**config.mk**
```make
export PLATFORM = sky130hd
export DESIGN_NAME = puf_req_scheduler
export DESIGN_NICKNAME = d
export VERILOG_FILES = /design/src/rtl/puf_sched_pkg.sv /design/src/rtl/puf_rr_arb.sv /design/src/rtl/puf_req_scheduler.sv
export SDC_FILE = /design/constraint.sdc
export NUM_CORES = 1
export LEC_CHECK = 0
export ABC_CLOCK_PERIOD_IN_PS = 2600
export BUFFER_PORTS_ARGS = -buffer_cell sky130_fd_sc_hd__clkbuf_2
export CORE_ASPECT_RATIO = 0.8
export CORE_MARGIN = 3
export CORE_UTILIZATION = 40
export CTS_CLUSTER_DIAMETER = 200
export DETAILED_ROUTE_END_ITERATION = 10
export PLACE_DENSITY = 0.75
export SYNTH_ARGS = -nofsm -noshare
export SYNTH_HDL_FRONTEND = slang
export SYNTH_HIERARCHICAL = 1
export SYNTH_SLANG_ARGS = --single-unit
```
**constraint.sdc**
```tcl
create_clock -name clk -period 2.6 [get_ports clk]
set_clock_uncertainty 0.1 [all_clocks]
set_input_delay 0.39 -clock clk [delete_from_list [all_inputs] [get_ports clk]]
set_output_delay 0.39 -clock clk [all_outputs]
set_load 0.005 [all_outputs]
```
**src/rtl/puf_sched_pkg.sv**
```systemverilog
// Shared types and widths for the PUF request scheduler.
package puf_sched_pkg;

  localparam int CHAL_W = 16;
  localparam int RESP_W = 128;
  localparam int ID_W   = 3;

  typedef enum logic [1:0] {
    S_IDLE = 2'd0,
    S_LOAD = 2'd1,
    S_WAIT = 2'd2,
    S_RESP = 2'd3
  } state_e;

endpackage

```
**src/rtl/puf_rr_arb.sv**
```systemverilog
// Round-robin arbiter: the first set request at or after ptr_i (wrapping) wins.
module puf_rr_arb
  import puf_sched_pkg::*;
#(
  parameter int NREQ = 4
) (
  input  logic [NREQ-1:0] req_i,
  input  logic [ID_W-1:0] ptr_i,
  output logic [NREQ-1:0] gnt_o,
  output logic [ID_W-1:0] idx_o,
  output logic            any_o
);

  always_comb begin
    gnt_o = '0;
    idx_o = '0;
    any_o = 1'b0;
    // i is the search distance from the pointer, j the requester it lands on
    for (int i = 0; i < NREQ; i++) begin
      for (int j = 0; j < NREQ; j++) begin
        if (!any_o && (j == (int'(ptr_i) + i) % NREQ) && req_i[j]) begin
          any_o    = 1'b1;
          gnt_o[j] = 1'b1;
          idx_o    = ID_W'(j);
        end
      end
    end
  end

endmodule

```
**src/rtl/puf_req_scheduler.sv**
```systemverilog
// Schedules NREQ requesters onto one shared 128-bit PUF engine, round-robin, one run at a time.
// Define PUF_SCHED_WATCHDOG_EN to abort stuck engine runs after TIMEOUT_CYC WAIT cycles.
module puf_req_scheduler
  import puf_sched_pkg::*;
#(
  parameter int NREQ        = 4,
  parameter int TIMEOUT_CYC = 1024
) (
  input  logic                   clk,
  input  logic                   rst_n,
  input  logic [NREQ-1:0]        req,
  input  logic [CHAL_W*NREQ-1:0] chal,
  output logic [NREQ-1:0]        gnt,
  output logic                   busy,
  output logic                   resp_valid,
  input  logic                   resp_ready,
  output logic [ID_W-1:0]        resp_id,
  output logic [RESP_W-1:0]      resp_data,
  output logic                   resp_err,
  output logic                   eng_rst,
  output logic [CHAL_W-1:0]      eng_C,
  input  logic                   eng_done,
  input  logic [RESP_W-1:0]      eng_out,
  output state_e                 dbg_state
);

  // Response handshake: resp_valid stays high with resp_id/resp_data/resp_err frozen
  // until a cycle where resp_ready is also high; that cycle is the transfer.
  state_e            state_q, state_d;
  logic [ID_W-1:0]   id_q, id_d, ptr_q, ptr_d, next_ptr, arb_idx;
  logic [CHAL_W-1:0] chal_q, chal_d, chal_sel;
  logic [RESP_W-1:0] data_q, data_d;
  logic              load_q, load_d, drop_q, drop_d;
  logic [NREQ-1:0]   id_vec, arb_gnt;
  logic              arb_any, served_req, timeout;

  puf_rr_arb #(.NREQ(NREQ)) u_arb (
    .req_i (req),
    .ptr_i (ptr_q),
    .gnt_o (arb_gnt),
    .idx_o (arb_idx),
    .any_o (arb_any)
  );

  always_comb begin
    chal_sel = '0;
    id_vec   = '0;
    for (int j = 0; j < NREQ; j++) begin
      if (arb_gnt[j]) chal_sel = chal[j*CHAL_W +: CHAL_W];
      id_vec[j] = (j == int'(id_q));
    end
  end

  assign served_req = |(req & id_vec);
  assign next_ptr   = (int'(id_q) == NREQ - 1) ? '0 : id_q + ID_W'(1);

`ifdef PUF_SCHED_WATCHDOG_EN
  localparam int WD_W = $clog2(TIMEOUT_CYC + 1);
  logic [WD_W-1:0] wdog_q;
  logic            err_q, err_d;

  always_ff @(posedge clk or negedge rst_n) begin
    if (!rst_n)                 wdog_q <= '0;
    else if (state_q != S_WAIT) wdog_q <= '0;
    else                        wdog_q <= wdog_q + WD_W'(1);
  end

  always_ff @(posedge clk or negedge rst_n) begin
    if (!rst_n) err_q <= 1'b0;
    else        err_q <= err_d;
  end

  assign timeout  = (state_q == S_WAIT) && (wdog_q == WD_W'(TIMEOUT_CYC - 1));
  assign resp_err = err_q;
`else
  logic unused_timeout_cyc;
  assign unused_timeout_cyc = (TIMEOUT_CYC > 0);
  assign timeout            = 1'b0;
  assign resp_err           = 1'b0;
`endif

  always_comb begin
    state_d = state_q;
    id_d    = id_q;
    ptr_d   = ptr_q;
    chal_d  = chal_q;
    data_d  = data_q;
    load_d  = load_q;
    drop_d  = drop_q;
`ifdef PUF_SCHED_WATCHDOG_EN
    err_d   = err_q;
`endif
    case (state_q)
      S_IDLE: begin
        if (arb_any) begin
          state_d = S_LOAD;
          id_d    = arb_idx;
          chal_d  = chal_sel;
          load_d  = 1'b0;
          drop_d  = 1'b0;
        end
      end
      S_LOAD: begin
        if (!served_req) drop_d = 1'b1;
        if (load_q) state_d = S_WAIT;
        else        load_d  = 1'b1;
      end
      S_WAIT: begin
        if (!served_req) drop_d = 1'b1;
        // An abandoned run still completes so the engine is not cut mid-evaluation
        if (eng_done || timeout) begin
          if (drop_q || !served_req) begin
            state_d = S_IDLE;
            ptr_d   = next_ptr;
          end else begin
            state_d = S_RESP;
            data_d  = eng_done ? eng_out : '0;
`ifdef PUF_SCHED_WATCHDOG_EN
            err_d   = !eng_done;
`endif
          end
        end
      end
      S_RESP: begin
        if (resp_ready) begin
          state_d = S_IDLE;
          ptr_d   = next_ptr;
        end
      end
      default: state_d = S_IDLE;
    endcase
  end

  always_ff @(posedge clk or negedge rst_n) begin
    if (!rst_n) begin
      state_q <= S_IDLE;
      id_q    <= '0;
      ptr_q   <= '0;
      chal_q  <= '0;
      data_q  <= '0;
      load_q  <= 1'b0;
      drop_q  <= 1'b0;
    end else begin
      state_q <= state_d;
      id_q    <= id_d;
      ptr_q   <= ptr_d;
      chal_q  <= chal_d;
      data_q  <= data_d;
      load_q  <= load_d;
      drop_q  <= drop_d;
    end
  end

  assign busy       = (state_q != S_IDLE);
  assign resp_valid = (state_q == S_RESP);
  assign gnt        = busy ? id_vec : '0;
  assign resp_id    = id_q;
  assign resp_data  = data_q;
  assign eng_rst    = (state_q != S_WAIT);
  assign eng_C      = chal_q;
  assign dbg_state  = state_q;

endmodule
```
==> impl_results.md, run 1 <==
- Global-route usage over all layers: 0.186
- Outcome: finished, final reports clean
- Yosys warns: 6
- Max Clock Freq: 0.432 GHz
- Fill cells: 1,464
- Starting DRT DRC Count: 277
- Vias in the first global route: 5,482
- Final slew viol count: 0
- Starting density of the core: 0.410
- CTS tree: done
- H-tree levels: 4
- Final min period: 2.32 ns
- Number of inserted diodes: 0
- Setup_tns: 0 ns
- Post_cts resized: 0
- Crit path kind: reg -> reg
- Routability congestion estimate: 0.821
- CTS buffer count: 17
- Drt pass-1 iters: 5
- WP data required: 2.80 ns
- CTS Buffer Depth: 2
- Post-CTS setup buffer count: 0
- Post-synthesis instance total: 505
- Crit start category: flip-flop
- Die area: 19,500 um^2
- Tightest Pin Transition: 0.780 ns
- Port-buffer cells: 355
- Synthesized area: 7140 um^2
- Worst-path fanout max: 14
- Clk pin slew, worst setup/hold paths: 0.07 ns
- IO Count: 357
- Path depth of the worst reg2reg path: 8
- Avg Cell Area, Syn: 14.1 um^2
- Leakage: 0.00522 uW
- Hpwl dp: 14,200 um
- Antenna violations before repair: 0
- Global-route wire length before repair: 28,800 um
- Synth-to-layout area growth: 36.9%
- Row cnt: 43
- Number of hold buffers added after cts: 1
- PwrDens: 1070 nW/um^2
- GRT Residual Overflow: 0
- Share of layout cells above drive strength 1: 0.615
- Max-cap violation count: 0
- Final hold slack: 0.105 ns
- Hold Crit Depth: 2
- CTS Sinks: 153
- Placed Cells: 1,072
- Vias per cell: 4.76
- Hold crit path type: in -> reg
- Routed via count: 5,257
- Worst skew pair latency: 0.41 ns
- Post-route ant nets: 0
- Post-route cell area: 9780 um^2
- Layout Cells excl Fill: 1,105
- Root buf cell: clkbuf_16
- Arrival time worst endpoint: 2.51 ns
- Worst-case vdd ir drop: 0.474 mV
- # setup viols final: 0
- Normalized max-slew margin: 0.467
- Pin count of the biggest net entering global routing: 56
- Drt total wl: 18,400 um
- Post-Syn Nets: 714
- Period Utilization, post-route: 0.891
- Core Area: 17,400 um^2
- Drc violations: 0
- Final nets: 1,076
- WL/cell: 16.6 um
- Final core utilization: 0.561
- Die width: 155 um
- Placed inst area: 9200 um^2
- Critical path endpoint category: flip-flop
- Die height: 126 um
- RSZ-0062 raised after global routing: false
- R2R setup slack: 0.28 ns
- Final Hold Viols: 0
[through the flow]
step           power [uW]  setup WS [ns]
2_1_floorplan        6350          0.517
3_3_place_gp         8040          0.349
3_5_place_dp         8180          0.265
4_1_cts             10600          0.264
5_1_grt             11100         0.0733
6_report            10500          0.283
[flip-flops by register name, summed over array words and instances, names as in the netlist]
register,cells
eng_C,16
load_q,1
ptr_q,2
resp_data,128
resp_id,3
drop_q,1
dbg_state,2
[final timing paths]
path	startpoint	endpoint
max in group asynchronous	rst_n	resp_data[50]
min in group asynchronous	rst_n	resp_data[117]
hold reg to reg	resp_data[104]	resp_data[104]
hold / removal	eng_out[57]	resp_data[57]
setup / recovery	resp_id[0]	resp_data[9]
setup reg to reg	resp_id[0]	resp_data[9]
[critical path, cell delays in order, from the launching register on]
cell and delay (ns):
dfrtp_1 0.41, inv_1 0.10, ha_1 0.21, a22o_1 0.24, o211a_1 0.25, and2_4 0.25
buf_12 0.19, buf_12 0.15, mux2_4 0.29
[cell type report]
type	instances	area, um^2	area share
well taps	225	282	0.0288
clock buffers	18	429	0.0439
inverters	27	101	0.0104
flip-flops and latches	153	3830	0.392
multi-input cells	292	2950	0.302
repair buffers	376	2040	0.209
clock inverters	14	141	0.0145
[report_power, final]
group / leakage [uW] / internal, uW / switching, uW / total (uW)
sequential: 0.00194 / 3370 / 648 / 4020
clock: 0.000271 / 1340 / 1030 / 2370
combinational: 0.00301 / 2410 / 1690 / 4090
[metal layers]
metal | global-route usage | wire (um) | vias to the layer above
met5 | 0 | 0 | -
met3 | 0.0564 | 1460 | 38
li1 | - | - | 2507
met1 | 0.232 | 7670 | 2471
met4 | 0.0705 | 466 | 0
met2 | 0.303 | 8770 | 241
[layout by cell type, fill, tap and decap left out, drive strengths merged, types with 2 or more instances in the layout]
| master | count |
|---|---|
| a31oi | 15 |
| nand2b | 2 |
| nand2 | 22 |
| clkbuf | 372 |
| nor2 | 25 |
| buf | 21 |
| a211o | 14 |
| clkinv | 5 |
| a22oi | 2 |
| a21oi | 13 |
| o21ai | 13 |
| dfrtp | 153 |
| o221a | 2 |
| o211a | 2 |
| and2 | 5 |
| clkinvlp | 3 |
| nor2b | 6 |
| conb | 2 |
| ha | 9 |
| a221oi | 14 |
| inv | 32 |
| a22o | 2 |
| nor3 | 4 |
| mux2i | 2 |
| mux2 | 130 |
Power figures use the tool's default switching activity.
==> inputs of run 2 (changes only) <==
--- a/config.mk
+++ b/config.mk
@@ -9,10 +9,10 @@
 export BUFFER_PORTS_ARGS = -buffer_cell sky130_fd_sc_hd__clkbuf_2
 export CORE_ASPECT_RATIO = 0.8
 export CORE_MARGIN = 3
-export CORE_UTILIZATION = 40
+export CORE_UTILIZATION = 25
 export CTS_CLUSTER_DIAMETER = 200
 export DETAILED_ROUTE_END_ITERATION = 10
-export PLACE_DENSITY = 0.75
+export PLACE_DENSITY = 0.53
 export SYNTH_ARGS = -nofsm -noshare
 export SYNTH_HDL_FRONTEND = slang
 export SYNTH_HIERARCHICAL = 1
==> impl_results.md, run 2 (synthesis gave the netlist of run 1 again) <==
- Outcome: finished, final reports clean
- PwrDens: 1070 nW/um^2
- Root buf cell: clkbuf_16
- Max FFs per register: 128
- Global-route wire length before repair: 30,300 um
- GRT Residual Overflow: 0
- CTS Buffer Depth: 2
- Number of hold buffers added after cts: 1
- Period Utilization, post-route: 0.903
- Final slew viol count: 0
- Power Internal: 7370 uW
- CTS buffer count: 17
- CTS Sinks: 153
- Final Hold Viols: 0
- Pwr Total: 10,700 uW
- Reg power frac: 0.376
- Clk pin slew, worst setup/hold paths: 0.07 ns
- CP max-delay cell: dfrtp_1
- H-tree levels: 4
- WL/cell: 15.8 um
- Core Area: 27,700 um^2
- RSZ-0062 raised after global routing: false
- Drt pass-1 iters: 4
- Drt total wl: 19,600 um
- Die height: 157 um
- Reg2reg end: resp_data[26]
- Synth-to-layout area growth: 39.6%
- Max Clock Freq: 0.426 GHz
- CTS tree: done
- Crit path kind: reg -> reg
- Most frequent cells in the layout: clkbuf_2, dfrtp_1, mux2_4
- Routability congestion estimate: 0.767
- Vias per cell: 4.18
- Port-buffer cells: 355
- Drc violations: 0
- Critical path cell sequence: inv_1 -> ha_1 -> a22o_1 -> o211a_1 -> and2_4 -> buf_12 -> buf_12 -> mux2_4
- Setup_tns: 0 ns
- Worst setup path endpoint: resp_data[26]
- Routed via count: 5,187
- R2R setup slack: 0.25 ns
- Global-route usage over all layers: 0.126
- Most frequent CP cell: buf_12
- Die width: 195 um
- Worst skew pair latency: 0.42 ns
- Starting density of the core: 0.258
- IO Count: 357
- Share of layout cells above drive strength 1: 0.614
- Hpwl dp: 15,000 um
- Post-route ant nets: 0
- Max-cap violation count: 0
- Post_cts resized: 0
- Row cnt: 54
- Pre-CTS setup slack: 0.259 ns
- Switching fraction of total power: 0.310
- Final hold slack: 0.101 ns
- Starting DRT DRC Count: 155
- # setup viols final: 0
- Worst-path fanout max: 17
- Final min period: 2.35 ns
- Antenna violations before repair: 0
- Clock share of power: 0.243
- Path depth of the worst reg2reg path: 8
- Number of inserted diodes: 0
- Post-CTS setup buffer count: 0
- Critical path endpoint category: flip-flop
- Worst-case vdd ir drop: 0.703 mV
- Die area: 30,600 um^2
- Critical Path Max Stage Delay: 0.41 ns
- Combinational power share: 0.381
- Sw Pwr: 3320 uW
- Arrival time worst endpoint: 2.54 ns
- Pin count of the biggest net entering global routing: 51
- Most common cell after layout, fill and taps aside: clkbuf_2
- WP data required: 2.79 ns
- Worst r2r src: resp_id[0]
- Worst setup margin: 0.253 ns
- Final nets: 1,075
- Vias in the first global route: 5,405
- Hold crit path type: in -> reg
- Leakage: 0.00523 uW
- Crit start category: flip-flop
- Crit path from: resp_id[0]
## run 2: cell types whose count changed in the layout (fill, tap and decap cells not counted)
cell and delta:
clkbuf_8 +1, bufinv_16 +3, buf_12 -1, clkinv_2 +1, clkbuf_1 -1, clkinv_4 -1, inv_8 -2, inv_6 -2
clkinvlp_4 -2
## run 2: worst max-delay path: cells and delay by family (launching register included)
kind            cells  cell delay, ns
compound gates      2            0.49
mux                 1            0.30
fa+ha+maj           1            0.21
flops               1            0.41
simple gates        1            0.23
buf+inv             3            0.45
## run 2: cell type report
| class | count | area (um^2) |
|---|---|---|
| fillers | 2742 | 17700 |
| flip-flops and latches | 153 | 3830 |
| multi-input cells | 292 | 2950 |
| repair buffers | 375 | 2020 |
| well taps | 364 | 455 |
| clock buffers | 18 | 439 |
| clock inverters | 11 | 173 |
| inverters | 27 | 101 |
## run 2: routing by layer
layer,part of all wire,vias to the layer above,GRT usage
met1,0.47,2453,0.174
met2,0.44,230,0.187
met5,0,-,0
met3,0.082,13,0.0454
li1,-,2491,-
met4,0.010,0,0.0350
## run 2: power by group through the flow
stage | logic, uW | registers [uW] | clock network, uW
after floorplan | 2340 | 4010 | 0
after global placement | 4100 | 4040 | 0
after detailed placement | 4140 | 4030 | 0
after CTS | 4150 | 4030 | 2690
after global routing | 4460 | 4170 | 2800
final | 4070 | 4020 | 2600
## run 2: worst min-delay path by stage
| stage | from | to | cells past startpoint |
|---|---|---|---|
| final | eng_out[125] | resp_data[125] | 2 |
| after global routing | eng_out[125] | resp_data[125] | 2 |
| after CTS | eng_out[4] | resp_data[4] | 2 |
| after detailed placement | rst_n | resp_data[59] | 1 |
| after global placement | rst_n | resp_data[15] | 1 |
| after floorplan | rst_n | dbg_state[0] | 0 |
## run 2: stage by stage
stage	instance area, um^2	util	instances
global placement	9350	0.338	1210
CTS	9970	0.360	1240
detailed placement	9350	0.338	1210
global route	9970	0.360	1240
finish	9970	0.360	1240
floorplan	7140	-	505
